File: src/rtl/cpu_pkg.sv
// Shared encodings for the multicycle CPU: branch ops, exception codes and
// the PC exception sequencer states.
package cpu_pkg;

    typedef enum logic [1:0] {
        BR_EQ = 2'b00,
        BR_NE = 2'b01,
        BR_LE = 2'b10,
        BR_GT = 2'b11
    } br_op_e;

    typedef enum logic [1:0] {
        EXC_OPCODE = 2'b00,
        EXC_OVF    = 2'b01,
        EXC_DIV0   = 2'b10
    } exc_code_e;

    typedef enum logic [1:0] {
        S_IDLE  = 2'b00,
        S_FETCH = 2'b01,
        S_WAIT  = 2'b10,
        S_LOAD  = 2'b11
    } seq_state_e;

    // The reserved code shares the invalid-opcode vector.
    function automatic logic [1:0] norm_exc_code(input logic [1:0] code);
        return (code == 2'b11) ? EXC_OPCODE : code;
    endfunction

endpackage

File: src/rtl/branch_cond.sv
// Branch condition evaluation from ALU flags; purely combinational.
module branch_cond
    import cpu_pkg::*;
(
    input  logic [1:0] branch_op,
    input  logic       alu_zero,
    input  logic       alu_lt,
    input  logic       alu_gt,
    output logic       taken
);

    always_comb begin
        taken = 1'b0;
        case (br_op_e'(branch_op))
            BR_EQ: taken = alu_zero;
            BR_NE: taken = ~alu_zero;
            BR_LE: taken = alu_zero | alu_lt;
            BR_GT: taken = alu_gt;
        endcase
    end

endmodule

File: src/rtl/pc_update_unit.sv
// PC register with branch-qualified loads, EPC capture and a vector-fetch
// exception sequencer. Optional return-from-exception path: PC_UPDATE_RTE_EN.
module pc_update_unit
    import cpu_pkg::*;
#(
    parameter logic [31:0] RESET_PC   = 32'd0,
    parameter logic [31:0] VEC_BASE   = 32'd253,
    parameter logic [31:0] EPC_OFFSET = 32'd4
) (
    input  logic        clk,
    input  logic        reset,
    input  logic [31:0] pc_next_in,
    input  logic        PCWrite,
    input  logic        PCWriteCond,
    input  logic [1:0]  branch_op,
    input  logic        alu_zero,
    input  logic        alu_lt,
    input  logic        alu_gt,
    input  logic        exc_req,
    input  logic [1:0]  exc_code,
`ifdef PC_UPDATE_RTE_EN
    input  logic        rte,
`endif
    input  logic [7:0]  vec_data_in,
    output logic [31:0] pc_out,
    output logic [31:0] epc_out,
    output logic [31:0] vec_addr_out,
    output logic        vec_rd,
    output logic        exc_busy,
    output logic        pc_loaded
);

    seq_state_e  r_state;
    seq_state_e  w_state_nxt;
    logic [31:0] r_pc;
    logic [31:0] r_epc;
    logic [1:0]  r_code;
    logic        r_loaded;
    logic        r_busy;

    logic w_cond;
    logic w_load;
    logic w_idle;
    logic w_exc_take;
    logic w_rte_take;
    logic w_vec_rd;

    branch_cond u_branch_cond (
        .branch_op (branch_op),
        .alu_zero  (alu_zero),
        .alu_lt    (alu_lt),
        .alu_gt    (alu_gt),
        .taken     (w_cond)
    );

    assign w_load     = PCWrite | (PCWriteCond & w_cond);
    assign w_idle     = (r_state == S_IDLE);
    assign w_exc_take = w_idle & exc_req;
`ifdef PC_UPDATE_RTE_EN
    assign w_rte_take = w_idle & rte & ~exc_req;
`else
    assign w_rte_take = 1'b0;
`endif

    always_ff @(posedge clk) begin
        if (reset) r_state <= S_IDLE;
        else       r_state <= w_state_nxt;
    end

    always_comb begin
        w_state_nxt = r_state;
        case (r_state)
            S_IDLE:  if (exc_req) w_state_nxt = S_FETCH;
            S_FETCH: w_state_nxt = S_WAIT;
            S_WAIT:  w_state_nxt = S_LOAD;
            S_LOAD:  w_state_nxt = S_IDLE;
        endcase
    end

    // Exception capture outranks return, which outranks a normal load.
    always_ff @(posedge clk) begin
        if (reset) begin
            r_pc     <= RESET_PC;
            r_epc    <= '0;
            r_code   <= EXC_OPCODE;
            r_loaded <= 1'b0;
            r_busy   <= 1'b0;
        end else begin
            r_loaded <= 1'b0;
            r_busy   <= (w_state_nxt != S_IDLE);
            if (w_exc_take) begin
                r_epc  <= r_pc - EPC_OFFSET;
                r_code <= norm_exc_code(exc_code);
            end else if (w_rte_take) begin
                r_pc     <= r_epc;
                r_loaded <= 1'b1;
            end else if (w_idle && w_load) begin
                r_pc     <= pc_next_in;
                r_loaded <= 1'b1;
            end else if (r_state == S_LOAD) begin
                r_pc     <= {24'b0, vec_data_in};
                r_loaded <= 1'b1;
            end
        end
    end

    assign w_vec_rd     = (r_state == S_FETCH) || (r_state == S_WAIT);
    assign vec_rd       = w_vec_rd;
    assign vec_addr_out = w_vec_rd ? (VEC_BASE + {30'b0, r_code}) : 32'd0;
    assign pc_out       = r_pc;
    assign epc_out      = r_epc;
    assign exc_busy     = r_busy;
    assign pc_loaded    = r_loaded;

endmodule

File: config.mk
export PLATFORM = sky130hd
export DESIGN_NAME = pc_update_unit
export DESIGN_NICKNAME = d
export VERILOG_FILES = /design/src/rtl/cpu_pkg.sv /design/src/rtl/branch_cond.sv /design/src/rtl/pc_update_unit.sv
export SDC_FILE = /design/constraint.sdc
export NUM_CORES = 1
export LEC_CHECK = 0
export CELL_PAD_IN_SITES_DETAIL_PLACEMENT = 0
export CELL_PAD_IN_SITES_GLOBAL_PLACEMENT = 2
export CORE_ASPECT_RATIO = 0.6
export CORE_MARGIN = 3
export CORE_UTILIZATION = 22
export DETAILED_ROUTE_END_ITERATION = 10
export GPL_ROUTABILITY_DRIVEN = 0
export HOLD_SLACK_MARGIN = 0.12
export PLACE_DENSITY = 0.77
export REMOVE_ABC_BUFFERS = 1
export SETUP_SLACK_MARGIN = 0.02
export SLEW_MARGIN = 20
export SYNTH_ARGS = -nofsm -noshare
export SYNTH_HDL_FRONTEND = slang
export SYNTH_SLANG_ARGS = --single-unit
export TNS_END_PERCENT = 20
File: constraint.sdc
create_clock -name clk -period 1.85 [get_ports clk]
set_input_delay 0.37 -clock clk [delete_from_list [all_inputs] [get_ports clk]]
set_output_delay 0.37 -clock clk [all_outputs]
set_load 0.03 [all_outputs]
==> flow_summary.ini <==
[place]
place_inst = 751
dpl.hpwl_mm = 9.56
port_buffers = 127

[worst_setup_path]
worst_setup_path_start_kind = flop
r2r_cells = 4
crit_chain = or4_4, or4_4, or4_1, a311oi_1
worstSetupEndpointType = flop
crit_top_cell = or4_4
r2r_slack_ns = -0.12
required_ns = 2.09
critPathMaxFanout = 2
cp_slowest_cell = or4_4
worstPathArrival_ns = 2.21
path_class = reg2reg
worstReg2RegEnd = epc_out[23]$_SDFFE_PP0P_
reg2reg_from = pc_out[16]$_SDFFE_PP0P_
cpPeakStageDelay_ns = 0.54

[yosys]
ys_seq_area_frac = 0.398
synth_warnings = 0
ys_ff_latch = 70
syn_avg_cell_area_um2 = 9.19
synthFlopType = dfxtp_1
syn_inst = 383
netlist_area_mm2 = 0.00352
synth.distinct_cells = 53
synth-async-reset-ratio = 0
synth-edff-count = 0

[cells_and_area]
syn2layout_area_growth_pct = 71.0
drive_above_1_share = 0.265
final_common_cell = clkdlybuf4s50_1
diodes = 0
layout.nets = 630
layout_common_cells = clkdlybuf4s50_1 (78), buf_4 (67), dfxtp_1 (66)
final_cells = 781

[die]
die_w_um = 169
row_count = 35
die_area_mm2 = 0.0176
core_area_mm2 = 0.0155
ioPinCount = 151
start_util = 0.227
die_h_um = 104

[sta]
setup_tns_ns = -0.435
post-route-min-period_ns = 1.97
finClkSkew_ns = 0.00484
rsz0062_at_grt = true
setup_ws_ns = -0.120
maxSlewViolCount = 0
hold_viol = 0
max_freq_ghz = 0.508
layout_worst_path_cycle_share = 1.06
setup-violations-final = 10

[pwr]
clockPowerShare = 0.162
power_frac_seq = 0.220
ir_drop_uv = 1560
p_leak_nw = 2.51
powerDensity_mw_per_mm2 = 1740
intPower_w = 0.00590
pwr-share-comb = 0.618
power_w = 0.0105
switching_share = 0.436
p_switching_w = 0.00456

[min_path]
whs_path_depth = 2
hold_path_class = in2reg
holdPathEnd = epc_out[23]$_SDFFE_PP0P_
min_from = reset

[global_routing]
grt_pass1_vias = 3460
grt_pass1_wl_mm = 19.7
track_usage = 0.143
overflow = 0
grt_max_degree = 35
grt_antenna_before_repair = 0

[cts]
cts_sinks = 70
path_clk_slew_ns = 0.06
worstSkewPairLatency_ns = 0.33
clockBufferDepth = 2
cts_root_buf = clkbuf_16
ctsHoldBuffers = 0
numCtsBuffers = 9
cts_tree = done
cts_max_level = 3

[routing]
dr.pass1.iters = 4
remaining_drc_errors = 0
wl_per_cell_um = 16.7
num_vias = 3586
drtIter0Drc = 177
viasPerCell = 4.59
wirelength_mm = 13.1
drtAntennaViolNets = 0

[run_status]
violations = setup timing
status = complete, but fails checks

[flow_run]
maxCapViolCount = 0
[worst max-delay path, delay by kind of cell, from the launching register on]
kind	cells	cell delay (ns)
compound gates	1	0.20
flops	1	0.31
simple gates	3	1.37
[power by group through the flow]
| stage | clock network [W] | logic, W | registers (W) |
|---|---|---|---|
| after detailed placement | 0 | 0.00584 | 0.00230 |
| after global placement | 0 | 0.00577 | 0.00229 |
| after floorplan | 0 | 0.00212 | 0.00311 |
| after global routing | 0.00181 | 0.00693 | 0.00236 |
| final | 0.00169 | 0.00646 | 0.00230 |
| after CTS | 0.00173 | 0.00635 | 0.00230 |
[sequential cells by signal, summed over array words and instances, names as in the netlist]
signal,flops
epc_out,32
r_state,2
pc_loaded,1
exc_busy,1
pc_out,32
r_code,2
[layout make-up]
type                            count  area, µm²
Inverter                           14       56.3
Tap cell                          203        254
Sequential cell                    70       1410
Clock buffer                       12        236
Clock inverter                      4       47.5
Timing Repair Buffer              208       1980
Multi-Input combinational cell    270       2040
Fill cell                        1601       9480
[cell usage after synthesis (all sizes together) (2+ instances only)]
cell type,n,share of area
dfxtp,70,0.40
ha,5,0.018
nor3,7,0.010
nand2b,9,0.016
a21oi,13,0.018
and4,4,0.010
nand4,7,0.017
a211oi,16,0.034
o31ai,8,0.017
buf,35,0.077
xor2,4,0.010
clkbuf,15,0.016
nor3b,2,0.0043
a22o,24,0.060
a2111oi,17,0.044
nor2b,3,0.0053
or2,4,0.0071
nand3b,3,0.0064
nor4,11,0.034
or4,10,0.022
inv,13,0.014
nand3,4,0.0057
or3,6,0.011
nor2,42,0.045
and2,3,0.0053
nand2,10,0.011
o21ai,7,0.010
xnor2,6,0.015
a311oi,15,0.037
[timing repair]
action / CTS / global route
buffers inserted: 7 / 4
resized for setup: 81 / 35
pin swaps: 16 / 13
cloned: 4 / 0
endpoints found under the setup margin: 88 / 66
[how the worst max path moves through the flow]
stage,startpoint,end,slack (ns),depth (start not counted)
after floorplan,r_state[0]$_SDFF_PP0_,vec_addr_out[2],-1.82,3
after global placement,branch_op[1],pc_out[27]$_SDFFE_PP0P_,-0.43,6
after detailed placement,alu_zero,pc_out[7]$_SDFFE_PP0P_,-0.65,6
after CTS,pc_out[16]$_SDFFE_PP0P_,epc_out[23]$_SDFFE_PP0P_,-0.11,4
after global routing,pc_out[16]$_SDFFE_PP0P_,epc_out[23]$_SDFFE_PP0P_,-0.21,4
final,pc_out[16]$_SDFFE_PP0P_,epc_out[23]$_SDFFE_PP0P_,-0.12,4
[through the flow]
step                 util  setup WS [ns]  instance area [µm²]  hold slack (ns)
finish              0.388         -0.120                 6020            0.422
detailed placement  0.344         -0.647                 5330            0.452
global route        0.388         -0.210                 6020            0.426
CTS                 0.382         -0.115                 5930            0.410
global placement    0.344         -0.435                 5330            0.446
floorplan               -          -1.82                 3260            0.430
[logic make-up (layout without fill, tap and decap cells)]
logic type,Yosys count,after routing,share of synthesized area
AOI/OAI and AO/OA,105,105,0.232
xor gates and xnor gates,10,10,0.0249
adders and majority gates,5,5,0.0178
buffers and inverters,65,238,0.111
DFF,70,70,0.398
other,1,23,0.00107
and+or+nand+nor,127,127,0.214
[per-layer routing]
layer  global-route usage  vias up  wire length, µm
met5                    0        -                0
met1                0.210     1685             6370
met2                0.206      107             5730
li1                     -     1787                -
met3               0.0429        7              859
met4               0.0292        0              106
Note: power is estimated with default switching activity, not from simulation.
